--- config.mk ---
export PLATFORM = sky130hd
export DESIGN_NAME = sensor_scan_demux
export DESIGN_NICKNAME = d
export VERILOG_FILES = /design/src/rtl/home_pkg.sv /design/src/rtl/sensor_scan_demux_debounce_cell.sv /design/src/rtl/sensor_scan_demux.sv
export SDC_FILE = /design/constraint.sdc
export NUM_CORES = 1
export LEC_CHECK = 0
export BUFFER_PORTS_ARGS = -buffer_cell sky130_fd_sc_hd__buf_2
export CORE_MARGIN = 5
export CORE_UTILIZATION = 60
export DETAILED_ROUTE_END_ITERATION = 7
export GPL_ROUTABILITY_DRIVEN = 0
export PLACE_DENSITY = 0.87
export SLEW_MARGIN = 20
export SYNTH_ARGS = -nofsm -noshare
export SYNTH_HDL_FRONTEND = slang
export SYNTH_SLANG_ARGS = --single-unit
--- constraint.sdc ---
create_clock -name clk -period 2 [get_ports clk]
set_clock_uncertainty 0.05 [all_clocks]
set_input_delay 0 -clock clk [delete_from_list [all_inputs] [get_ports clk]]
set_output_delay 0 -clock clk [all_outputs]
set_load 0.05 [all_outputs]
--- src/rtl/home_pkg.sv ---
// Shared types and default constants for the sensor scan sequencer.
package home_pkg;

  typedef enum logic [1:0] {
    IDLE   = 2'd0,
    SETTLE = 2'd1,
    SAMPLE = 2'd2
  } scan_state_t;

  localparam int unsigned DEF_N_CH         = 4;
  localparam int unsigned DEF_SEL_W        = 2;
  localparam int unsigned DEF_SETTLE_CYC   = 3;
  localparam int unsigned DEF_DEBOUNCE_CNT = 4;

endpackage

--- src/rtl/sensor_scan_demux_debounce_cell.sv ---
// debounce_cell: one channel's debounce counter and debounced state bit.
module debounce_cell
  import home_pkg::*;
#(
  parameter int unsigned DEBOUNCE_CNT = DEF_DEBOUNCE_CNT
) (
  input  logic clk,
  input  logic rst,
  input  logic sample_en,
  input  logic sample,
  output logic state,
  output logic changed
);

  localparam int unsigned   CW       = (DEBOUNCE_CNT > 1) ? $clog2(DEBOUNCE_CNT) : 1;
  localparam logic [CW-1:0] CNT_LAST = CW'(DEBOUNCE_CNT - 1);

  logic [CW-1:0] cnt;

  always_ff @(posedge clk or posedge rst) begin
    if (rst) begin
      cnt     <= '0;
      state   <= 1'b0;
      changed <= 1'b0;
    end else begin
      changed <= 1'b0;
      if (sample_en) begin
        if (sample == state) begin
          cnt <= '0;
        end else if (cnt == CNT_LAST) begin
          state   <= ~state;
          cnt     <= '0;
          changed <= 1'b1;
        end else begin
          cnt <= cnt + 1'b1;
        end
      end
    end
  end

endmodule

--- src/rtl/sensor_scan_demux.sv ---
// Round-robin mux scan sequencer with per-channel debounce and change pulses.
// Optional irq/irq_clr interface is built when SCAN_IRQ_EN is defined.
module sensor_scan_demux
  import home_pkg::*;
#(
  parameter int unsigned N_CH         = DEF_N_CH,
  parameter int unsigned SEL_W        = DEF_SEL_W,
  parameter int unsigned SETTLE_CYC   = DEF_SETTLE_CYC,
  parameter int unsigned DEBOUNCE_CNT = DEF_DEBOUNCE_CNT
) (
  input  logic             clk,
  input  logic             rst,
  input  logic             en,
  output logic [SEL_W-1:0] mux_sel,
  input  logic             mux_in,
  output logic [N_CH-1:0]  ch_state,
  output logic [N_CH-1:0]  ch_changed,
  output logic             scan_done
`ifdef SCAN_IRQ_EN
  ,
  output logic             irq,
  input  logic             irq_clr
`endif
);

  localparam int unsigned    SCW         = (SETTLE_CYC > 1) ? $clog2(SETTLE_CYC) : 1;
  localparam logic [SCW-1:0] SETTLE_LAST = SCW'(SETTLE_CYC - 1);
  localparam logic [SEL_W-1:0] CH_LAST   = SEL_W'(N_CH - 1);

  scan_state_t      state, state_d;
  logic [SEL_W-1:0] ch, ch_d;
  logic [SCW-1:0]   scnt, scnt_d;
  logic             done_d;

  always_ff @(posedge clk or posedge rst) begin
    if (rst) begin
      state     <= IDLE;
      ch        <= '0;
      scnt      <= '0;
      scan_done <= 1'b0;
    end else begin
      state     <= state_d;
      ch        <= ch_d;
      scnt      <= scnt_d;
      scan_done <= done_d;
    end
  end

  always_comb begin
    state_d = state;
    ch_d    = ch;
    scnt_d  = scnt;
    done_d  = 1'b0;
    unique case (state)
      IDLE: begin
        if (en) begin
          state_d = SETTLE;
          scnt_d  = '0;
        end
      end
      SETTLE: begin
        if (scnt == SETTLE_LAST) state_d = SAMPLE;
        else                     scnt_d  = scnt + 1'b1;
      end
      SAMPLE: begin
        state_d = SETTLE;
        scnt_d  = '0;
        if (ch == CH_LAST) begin
          ch_d   = '0;
          done_d = 1'b1;
        end else begin
          ch_d = ch + 1'b1;
        end
      end
      default: state_d = IDLE;
    endcase
    // Disable overrides the transition only; the SAMPLE strobe below is state-based,
    // so a sample already in progress still reaches its debounce cell.
    if (!en) begin
      state_d = IDLE;
      ch_d    = '0;
    end
  end

  // ch is held at 0 outside a scan, so it doubles as the select output.
  assign mux_sel = ch;

  for (genvar i = 0; i < N_CH; i++) begin : g_ch
    debounce_cell #(
      .DEBOUNCE_CNT(DEBOUNCE_CNT)
    ) u_cell (
      .clk      (clk),
      .rst      (rst),
      .sample_en((state == SAMPLE) && (ch == SEL_W'(i))),
      .sample   (mux_in),
      .state    (ch_state[i]),
      .changed  (ch_changed[i])
    );
  end

`ifdef SCAN_IRQ_EN
  always_ff @(posedge clk or posedge rst) begin
    if (rst)              irq <= 1'b0;
    else if (|ch_changed) irq <= 1'b1;
    else if (irq_clr)     irq <= 1'b0;
  end
`endif

endmodule

==> out/qor.json, run 1 <==
{
  "outcome": {
    "result_of_the_run": "finished, final reports clean"
  },
  "cells_and_area": {
    "final_cell_mix": "23 x sky130_fd_sc_hd__dfrtp_1, 14 x sky130_fd_sc_hd__buf_2, 10 x sky130_fd_sc_hd__nor2_1",
    "nNetsFinal": 124,
    "area.growth.synth_to_final_pct": 4.97,
    "finished_layout_cells": 137,
    "antenna_cells_inserted": 0,
    "fraction_of_layout_instances_using_a_drive_strength_above_1_pct": 24.5,
    "mostFrequentLayoutCell": "sky130_fd_sc_hd__dfrtp_1",
    "fillers": 151
  },
  "synthesis": {
    "synth.cell_area_um2": 1210,
    "synth.area.mux_share_pct": 5.80,
    "compound_gate_portion_of_the_synthesized_area_pct": 8.07,
    "yosysSeqAreaShare_pct": 47.6,
    "parity_gate_share_of_the_synthesized_area_counting_xor_and_xnor_cells_pct": 3.62,
    "combinational_family_with_the_most_area_after_synthesis": "simple AND/OR/NAND/NOR gates",
    "postSynthAreaPerCell_um2": 12.0,
    "synth.ff_latch_count": 23,
    "syn_nets": 114,
    "synth_adder_area_share_pct": 9.32,
    "ys.warnings.count": 0,
    "synth.distinct_cells": 22,
    "post_synthesis_cell_count": 101,
    "synth-simple-area-share_pct": 16.6
  },
  "placement": {
    "detailedPlacementHpwl_um": 1380,
    "place_ws_ps": 592,
    "placed_cells": 131,
    "port_buffers": 14
  },
  "critical_path": {
    "timing.critical_path.to": "g_ch[3].u_cell.state$_DFFE_PP0P_",
    "worst_path_maximum_fanout": 9,
    "rr_endpoint": "g_ch[3].u_cell.state$_DFFE_PP0P_",
    "critical_path_capture_point_type": "register",
    "timing.critical_path.from": "state[1]$_DFFE_PP0P_",
    "rr_worst_depth": 3,
    "worstPathRequired_ps": 2150,
    "worst_ep_arrival_time_ps": 1580,
    "worst_setup_path_start_kind": "register",
    "crit-reg2reg-launch": "state[1]$_DFFE_PP0P_",
    "ff2ff_setup_slack_ps": 570,
    "path_class": "register to register"
  },
  "die": {
    "placeableCoreArea_um2": 1940,
    "die-width_um": 54.9,
    "io-pin-count": 15,
    "rows": 16,
    "floorplan.die.height_um": 54.9,
    "initial_core_utilization_pct": 62.2,
    "die_ar_um2": 3010
  },
  "run": {
    "timing.max_cap.violations": 0
  },
  "power_and_ir_drop": {
    "vdd_ir_drop_max_uv": 541,
    "power_uw": 925,
    "power_leakage_nw": 0.629,
    "power_per_cell_area_nw_per_um2": 729
  },
  "grt": {
    "grt_remaining_overflow": 0,
    "vias_in_the_first_global_route": 722,
    "grt_max_degree": 24,
    "antenna_found_initial": 0,
    "grt.total_usage_pct": 15.2,
    "grt_pass1_wl_um": 3210
  },
  "hold_path": {
    "hold_path.startpoint": "mux_in",
    "hold-path-cell-count": 2,
    "hp-class": "input port to register"
  },
  "drt": {
    "drt_iter0_markers": 11,
    "detailedRoute.firstPassIterationCount": 4,
    "final_routed_drc_violation_total": 0,
    "detailroute.via_count": 717,
    "wl_um": 1840,
    "antenna_violating_nets_left": 0,
    "via_per_inst": 5.23,
    "detail_route.wl_per_cell_um": 13.4
  },
  "sta": {
    "achievable_clock_frequency_mhz": 701,
    "final.hold.worst_slack_ps": 38.1,
    "maxSlewHeadroom_pct": 44.3,
    "min_period_ps": 1430,
    "timing.final.max_slew_violations": 0,
    "tns_ps": 0,
    "setup_violations": 0,
    "timing.final.hold_violations": 0,
    "worst-slew-pin-transition_ps": 835,
    "period_share_pct": 71.3,
    "rsz0062_at_grt": "false",
    "setup_slack_ps": 574
  },
  "clock_tree": {
    "clk_pin_slew_ps": 120,
    "ctsRootBufferMaster": "sky130_fd_sc_hd__clkbuf_4",
    "clock_sink_count": 23,
    "cts-buffers-inserted": 3,
    "htree_levels": 1,
    "postCtsSetupRepairBufs": 0,
    "tritoncts": "yes",
    "worst_skew_pair.late_latency_ps": 300,
    "clock_path_buffers": 2
  }
}
## where the power goes
group	internal, mW	switching [mW]
clock network	0.0778	0.129
logic	0.0780	0.0922
registers	0.506	0.0426
total	0.662	0.264
## state kept, by name, indices dropped and copies added, names as in the netlist
name,cells
scan_done,1
g_ch.u_cell.state,4
g_ch.u_cell.changed,4
g_ch.u_cell.cnt,8
mux_sel,2
state,2
scnt,2
## kinds of logic after synthesis
| family | after synthesis |
|---|---|
| mux | 5 |
| flops | 23 |
| compound gates | 13 |
| simple gates | 30 |
| xor+xnor | 5 |
| fa+ha+maj | 9 |
| buf+inv | 16 |
## worst min path at each step
stage | endpoint | slack, ps
after floorplan | g_ch[0].u_cell.changed$_DFF_PP0_ | -50
after global placement | g_ch[2].u_cell.changed$_DFF_PP0_ | 140
after detailed placement | g_ch[2].u_cell.cnt[0]$_DFFE_PP0P_ | 170
after CTS | g_ch[2].u_cell.state$_DFFE_PP0P_ | 30
after global routing | g_ch[1].u_cell.state$_DFFE_PP0P_ | 40
final | g_ch[2].u_cell.state$_DFFE_PP0P_ | 40
## cells in the mapped netlist
master                      n  area, um^2
sky130_fd_sc_hd__and4b_2    1        11.3
sky130_fd_sc_hd__buf_4      9        67.6
sky130_fd_sc_hd__mux2_4     4        60.1
sky130_fd_sc_hd__and2_1     4        25.0
sky130_fd_sc_hd__a21oi_1    2        10.0
sky130_fd_sc_hd__mux2i_1    1        10.0
sky130_fd_sc_hd__o21a_1     1        7.51
sky130_fd_sc_hd__dfrtp_1   23         576
sky130_fd_sc_hd__buf_6      2        22.5
sky130_fd_sc_hd__a22o_1     8        70.1
sky130_fd_sc_hd__o21ai_0    2        10.0
sky130_fd_sc_hd__nand2_1    2        7.51
sky130_fd_sc_hd__nor2b_4    1        13.8
sky130_fd_sc_hd__nor3b_1    2        15.0
sky130_fd_sc_hd__inv_1      5        18.8
sky130_fd_sc_hd__nand3_2    3        30.0
sky130_fd_sc_hd__nor2_1    10        37.5
sky130_fd_sc_hd__nor2b_1    2        12.5
sky130_fd_sc_hd__nand3b_1   4        30.0
sky130_fd_sc_hd__ha_1       9         113
sky130_fd_sc_hd__nand3_4    1        17.5
sky130_fd_sc_hd__xnor2_1    5        43.8
## routing by layer
| layer | track usage (%) | routed length, um |
|---|---|---|
| met4 | 11.2 | 44 |
| met2 | 22.2 | 843 |
| met1 | 19.0 | 868 |
| met3 | 3.81 | 82 |
| met5 | 0 | 0 |
## metrics by stage
stage | instance area [um^2] | util (%)
after CTS | 1270 | 65.3
final | 1270 | 65.3
after floorplan | 1210 | -
after global placement | 1220 | 63.0
after global routing | 1270 | 65.3
after detailed placement | 1220 | 63.0
## cell type report
| type | instances | area, um^2 | share of cell area (%) |
|---|---|---|---|
| well taps | 27 | 33.8 | 2.66 |
| flip-flops and latches | 23 | 576 | 45.4 |
| multi-input cells | 62 | 524 | 41.3 |
| repair buffers | 16 | 90.1 | 7.10 |
| clock buffers | 4 | 26.3 | 2.07 |
| inverters | 5 | 18.8 | 1.48 |
## repair_timing
item | CTS | global route
resized for setup | 0 | 0
hold buffers | 2 | 0
hold endpoints to repair | 27 | 0
## critical path, cell delays in order (launching register included)
cell and delay (ps):
sky130_fd_sc_hd__dfrtp_1 510, sky130_fd_sc_hd__nor2b_4 350, sky130_fd_sc_hd__nand3_2 120, sky130_fd_sc_hd__mux2_4 300
Power figures use the tool's default switching activity.
==> run 2, diff against run 1 <==
--- a/config.mk
+++ b/config.mk
@@ -7,10 +7,10 @@
 export LEC_CHECK = 0
 export BUFFER_PORTS_ARGS = -buffer_cell sky130_fd_sc_hd__buf_2
 export CORE_MARGIN = 5
-export CORE_UTILIZATION = 60
+export CORE_UTILIZATION = 56
 export DETAILED_ROUTE_END_ITERATION = 7
 export GPL_ROUTABILITY_DRIVEN = 0
-export PLACE_DENSITY = 0.87
+export PLACE_DENSITY = 0.82
 export SLEW_MARGIN = 20
 export SYNTH_ARGS = -nofsm -noshare
 export SYNTH_HDL_FRONTEND = slang
==> constraint.sdc (replaced) <==
create_clock -name clk -period 1.37 [get_ports clk]
set_clock_uncertainty 0.05 [all_clocks]
set_input_delay 0 -clock clk [delete_from_list [all_inputs] [get_ports clk]]
set_output_delay 0 -clock clk [all_outputs]
set_load 0.05 [all_outputs]
==> out/qor.json, run 2 (synthesis results as in run 1) <==
{
  "outcome": {
    "result_of_the_run": "finished, final reports clean"
  },
  "grt": {
    "grt_busiest_layer": "met2",
    "grt_max_degree": 24,
    "antenna_found_initial": 0,
    "grt_remaining_overflow": 0,
    "grt_util_met3_pct": 3.67,
    "use_met2_pct": 23.1,
    "vias_in_the_first_global_route": 777,
    "grt_pass1_wl_um": 3330,
    "grt.total_usage_pct": 13.0,
    "groute.layer.met1.usage_pct": 15.0
  },
  "clock_tree": {
    "clk_pin_slew_ps": 130,
    "ctsRootBufferMaster": "sky130_fd_sc_hd__clkbuf_4",
    "clock_path_buffers": 2,
    "tritoncts": "yes",
    "worst_skew_pair.late_latency_ps": 310,
    "cts-buffers-inserted": 3,
    "clock_sink_count": 23,
    "htree_levels": 1
  },
  "cells_and_area": {
    "largest_register": "g_ch.u_cell.cnt",
    "fraction_of_layout_instances_using_a_drive_strength_above_1_pct": 35.7,
    "largest_reg_flops": 8,
    "nNetsFinal": 129,
    "reg.largest.list": "g_ch.u_cell.cnt x8, g_ch.u_cell.changed x4, g_ch.u_cell.state x4",
    "post-route-cell-area_um2": 1320,
    "antenna_cells_inserted": 0,
    "fillers": 155,
    "mostFrequentLayoutCell": "sky130_fd_sc_hd__dfrtp_1",
    "area.growth.synth_to_final_pct": 9.32,
    "final_cell_mix": "20 x sky130_fd_sc_hd__dfrtp_1, 14 x sky130_fd_sc_hd__buf_2, 8 x sky130_fd_sc_hd__a22o_1, 8 x sky130_fd_sc_hd__ha_1, 7 x sky130_fd_sc_hd__nor2_1",
    "finalCoreUtilization_pct": 66.0
  },
  "sta": {
    "worst-slew-pin-transition_ps": 289,
    "timing.final.hold_violations": 0,
    "timing.final.max_slew_violations": 0,
    "setup_slack_ps": 17.9,
    "tns_ps": 0,
    "achievable_clock_frequency_mhz": 740,
    "min_period_ps": 1350,
    "maxSlewHeadroom_pct": 80.7,
    "setup_violations": 0,
    "rsz0062_at_grt": "true",
    "period_share_pct": 98.7
  },
  "die": {
    "io-pin-count": 15,
    "die_ar_um2": 3190,
    "rows": 16,
    "initial_core_utilization_pct": 60.4,
    "placeableCoreArea_um2": 2000,
    "die-width_um": 56.5,
    "floorplan.die.height_um": 56.5
  },
  "power_and_ir_drop": {
    "vdd_ir_drop_max_uv": 704,
    "power_per_cell_area_nw_per_um2": 1060,
    "power_leakage_nw": 0.652
  },
  "critical_path": {
    "worst_ep_arrival_time_ps": 1560,
    "crit-reg2reg-launch": "mux_sel[1]$_DFFE_PP0P_",
    "path_class": "register to register",
    "slowest_delay_ps": 460,
    "worst_setup_path_start_kind": "register",
    "path_cells": "inv_1 -> ha_1 -> nand3b_1 -> nor2_2 -> a22o_1",
    "rr_worst_depth": 5,
    "ff2ff_setup_slack_ps": 20,
    "timing.critical_path.to": "g_ch[1].u_cell.cnt[1]$_DFFE_PP0P_",
    "timing.critical_path.from": "mux_sel[1]$_DFFE_PP0P_",
    "worst_path_maximum_fanout": 5,
    "crit_slowest_cell": "sky130_fd_sc_hd__dfrtp_2",
    "rr_endpoint": "g_ch[1].u_cell.cnt[1]$_DFFE_PP0P_",
    "critical_path_capture_point_type": "register",
    "worstPathRequired_ps": 1570
  },
  "hold_path": {
    "hp-class": "input port to register",
    "hold-path-cell-count": 2
  },
  "drt": {
    "final_routed_drc_violation_total": 0,
    "detailroute.via_count": 739,
    "wl_um": 1940,
    "detail_route.wl_per_cell_um": 13.6,
    "via_per_inst": 5.20,
    "drt_iter0_markers": 3,
    "antenna_violating_nets_left": 0,
    "detailedRoute.firstPassIterationCount": 3
  },
  "placement": {
    "detailedPlacementHpwl_um": 1440,
    "place_ws_ps": 36.9,
    "place_area_um2": 1250,
    "port_buffers": 14
  },
  "run": {
    "timing.max_cap.violations": 0
  }
}
run 2: cell count changes in the layout (fill, tap and decap cells not counted), moves of 3 or more:
cell	previous run	this run
sky130_fd_sc_hd__dfrtp_1	23	20
sky130_fd_sc_hd__buf_4	0	5
sky130_fd_sc_hd__dfrtp_2	0	3
sky130_fd_sc_hd__nor2_1	10	7
sky130_fd_sc_hd__nor2_2	0	3
run 2: report_power, final:
| group | switching (mW) | internal (mW) |
|---|---|---|
| Combinational | 0.156 | 0.143 |
| Sequential | 0.0495 | 0.740 |
| Clock | 0.201 | 0.109 |
| Total | 0.407 | 0.991 |
run 2: critical path: cells and delay by family (launching register included):
kind	cells	cell delay [ps]
compound gates	1	160
fa+ha+maj	1	180
buf+inv	1	90
flops	1	460
simple gates	2	360
run 2: repair_timing:
item / 4_1_cts / 5_1_grt
hold endpoints to repair: 27 / 0
setup buffers: 0 / 2
resized for setup: 0 / 4
endpoints found under the setup margin: 0 / 11
hold buffers: 2 / 0
run 2: worst min-delay path by stage:
stage	from	end	slack (ps)
finish	mux_in	g_ch[1].u_cell.state$_DFFE_PP0P_	30
global route	mux_in	g_ch[3].u_cell.state$_DFFE_PP0P_	30
CTS	mux_in	g_ch[1].u_cell.state$_DFFE_PP0P_	30
detailed placement	rst	g_ch[2].u_cell.changed$_DFF_PP0_	3
global placement	rst	g_ch[2].u_cell.cnt[0]$_DFFE_PP0P_	-1
floorplan	rst	g_ch[0].u_cell.changed$_DFF_PP0_	-50
run 2: area by class of cell:
| cell class | instances | area, um^2 | area share (%) |
|---|---|---|---|
| clock buffer | 3 | 22.5 | 1.70 |
| clock inverter | 1 | 5.00 | 0.379 |
| inverter | 5 | 18.8 | 1.42 |
| multi-input combinational | 62 | 534 | 40.4 |
| sequential | 23 | 579 | 43.8 |
| tap | 27 | 33.8 | 2.56 |
| timing repair buffer | 21 | 128 | 9.66 |
run 2: per-layer routing:
metal / wire, um / vias up / share of wire [%]
li1: - / 362 / -
met1: 822 / 366 / 42
met2: 1020 / 9 / 53
met3: 80 / 2 / 4.1
met4: 13 / 0 / 0.67
met5: 0 / - / 0
run 2: per-stage QoR:
stage	instances	hold WS [ps]	power [mW]
3_5_place_dp	134	2.95	1.07
4_1_cts	140	25.1	1.39
2_1_floorplan	101	-48.2	1.02
6_report	142	34.8	1.40
5_1_grt	142	35.0	1.48
3_3_place_gp	134	-1.17	1.05
==> run 3, diff against run 2 <==
--- a/config.mk
+++ b/config.mk
@@ -10,6 +10,7 @@
 export CORE_UTILIZATION = 56
 export DETAILED_ROUTE_END_ITERATION = 7
 export GPL_ROUTABILITY_DRIVEN = 0
+export GPL_TIMING_DRIVEN = 0
 export PLACE_DENSITY = 0.82
 export SLEW_MARGIN = 20
 export SYNTH_ARGS = -nofsm -noshare
==> out/qor.json, run 3 (synthesis results as in run 1) <==
{
  "outcome": {
    "result_of_the_run": "finished, final reports clean"
  },
  "cells_and_area": {
    "fraction_of_layout_instances_using_a_drive_strength_above_1_pct": 43.3,
    "reg.largest.list": "g_ch.u_cell.cnt x8, g_ch.u_cell.changed x4, g_ch.u_cell.state x4",
    "mostFrequentLayoutCell": "sky130_fd_sc_hd__dfrtp_1",
    "area.growth.synth_to_final_pct": 18.3,
    "antenna_cells_inserted": 0,
    "fillers": 148,
    "largest_register": "g_ch.u_cell.cnt",
    "final_cell_mix": "20 x sky130_fd_sc_hd__dfrtp_1, 15 x sky130_fd_sc_hd__buf_4, 13 x sky130_fd_sc_hd__buf_2",
    "nNetsFinal": 141,
    "largest_reg_flops": 8,
    "finished_layout_cells": 154
  },
  "critical_path": {
    "rr_endpoint": "g_ch[3].u_cell.state$_DFFE_PP0P_",
    "worst_ep_arrival_time_ps": 1460,
    "critical_path_capture_point_type": "register",
    "rr_worst_depth": 5,
    "path_class": "register to register",
    "worstPathRequired_ps": 1520,
    "worst_path_maximum_fanout": 6,
    "crit-reg2reg-launch": "state[1]$_DFFE_PP0P_",
    "ff2ff_setup_slack_ps": 60,
    "worst_setup_path_start_kind": "register"
  },
  "drt": {
    "via_per_inst": 5.12,
    "drt_iter0_markers": 3,
    "wl_um": 2080,
    "detailroute.via_count": 789,
    "detailedRoute.firstPassIterationCount": 4,
    "antenna_violating_nets_left": 0,
    "detail_route.wl_per_cell_um": 13.5,
    "final_routed_drc_violation_total": 0
  },
  "placement": {
    "place_ws_ps": 43.6,
    "placed_cells": 141,
    "detailedPlacementHpwl_um": 1480,
    "port_buffers": 13
  },
  "die": {
    "initial_core_utilization_pct": 60.4,
    "placeableCoreArea_um2": 2000,
    "rows": 16,
    "die_ar_um2": 3190,
    "floorplan.die.height_um": 56.5,
    "die-width_um": 56.5,
    "io-pin-count": 15
  },
  "sta": {
    "worst-slew-pin-transition_ps": 864,
    "setup_violations": 0,
    "achievable_clock_frequency_mhz": 765,
    "period_share_pct": 95.4,
    "timing.final.hold_violations": 0,
    "min_period_ps": 1310,
    "timing.final.max_slew_violations": 0,
    "maxSlewHeadroom_pct": 42.3,
    "final.hold.worst_slack_ps": 365,
    "setup_slack_ps": 63.4
  },
  "power_and_ir_drop": {
    "power_leakage_nw": 0.711,
    "power_mw": 1.42,
    "power_per_cell_area_nw_per_um2": 996,
    "vdd_ir_drop_max_uv": 863
  },
  "hold_path": {
    "hp-class": "input port to asynchronous set/reset pin"
  },
  "grt": {
    "grt_remaining_overflow": 0,
    "grt.total_usage_pct": 14.8,
    "grt_pass1_wl_um": 3840,
    "antenna_found_initial": 0,
    "grt_max_degree": 24,
    "vias_in_the_first_global_route": 841
  },
  "clock_tree": {
    "clk_pin_slew_ps": 120,
    "worst_skew_pair.late_latency_ps": 300,
    "clock_sink_count": 23,
    "tritoncts": "yes",
    "clock_path_buffers": 2,
    "htree_levels": 1,
    "cts-buffers-inserted": 3,
    "ctsRootBufferMaster": "sky130_fd_sc_hd__clkbuf_4"
  },
  "run": {
    "timing.max_cap.violations": 0
  }
}
-- run 3: cell count changes in the layout (fill, tap and decap cells not counted), sizes merged --
| cell | change |
|---|---|
| clkinv | -1 |
| dlygate4sd3 | +1 |
| clkbuf | +1 |
| buf | +11 |
-- run 3: worst max-delay path: stages (launching register included) --
cell and delay (ps):
sky130_fd_sc_hd__dfrtp_1 400, sky130_fd_sc_hd__buf_6 130, sky130_fd_sc_hd__nor2b_4 120, sky130_fd_sc_hd__buf_6 140, sky130_fd_sc_hd__nand3_2 80, sky130_fd_sc_hd__mux2_4 300
-- run 3: cell type report --
cell class,count,area (um^2),area share [%]
Sequential cell,23,579,40.5
Multi-Input combinational cell,62,542,37.9
Timing Repair Buffer,22,140,9.80
Buffer,11,90.1,6.30
Tap cell,27,33.8,2.36
Clock buffer,4,26.3,1.84
Inverter,5,18.8,1.31
-- run 3: repair_timing --
action	CTS	global route
resized for setup	0	8
setup buffers	0	6
hold buffers	3	0
hold endpoints to repair	31	0
endpoints found under the setup margin	0	15
-- run 3: through the flow --
step	instance area (um^2)	utilization, %	TNS, ps
3_3_place_gp	1310	65.6	0
5_1_grt	1430	71.4	-12.4
6_report	1430	71.4	0
3_5_place_dp	1310	65.6	0
2_1_floorplan	1210	-	0
4_1_cts	1370	68.4	0
-- run 3: where the power goes --
group | switching [mW] | internal [mW] | leakage (nW)
clock network | 0.192 | 0.113 | 0.0150
registers | 0.0516 | 0.740 | 0.302
logic | 0.163 | 0.165 | 0.394
total | 0.406 | 1.02 | 0.711
-- run 3: worst max path at each step --
stage	cells past startpoint	slack [ps]	to	start
2_1_floorplan	4	2	g_ch[0].u_cell.state$_DFFE_PP0P_	mux_sel[0]$_DFFE_PP0P_
3_3_place_gp	4	70	g_ch[0].u_cell.state$_DFFE_PP0P_	state[0]$_DFFE_PP0P_
3_5_place_dp	5	40	g_ch[1].u_cell.cnt[1]$_DFFE_PP0P_	mux_sel[1]$_DFFE_PP0P_
4_1_cts	4	10	g_ch[3].u_cell.state$_DFFE_PP0P_	state[0]$_DFFE_PP0P_
5_1_grt	5	-8	g_ch[1].u_cell.cnt[1]$_DFFE_PP0P_	mux_sel[1]$_DFFE_PP0P_
6_report	5	60	g_ch[3].u_cell.state$_DFFE_PP0P_	state[1]$_DFFE_PP0P_
-- run 3: layer usage --
| metal | track usage (%) | vias to the layer above | wire [um] |
|---|---|---|---|
| met5 | 0 | - | 0 |
| met4 | 2.03 | 0 | 0 |
| met3 | 3.21 | 0 | 75 |
| met2 | 26.1 | 13 | 1120 |
| met1 | 19.0 | 388 | 878 |
| li1 | - | 388 | - |
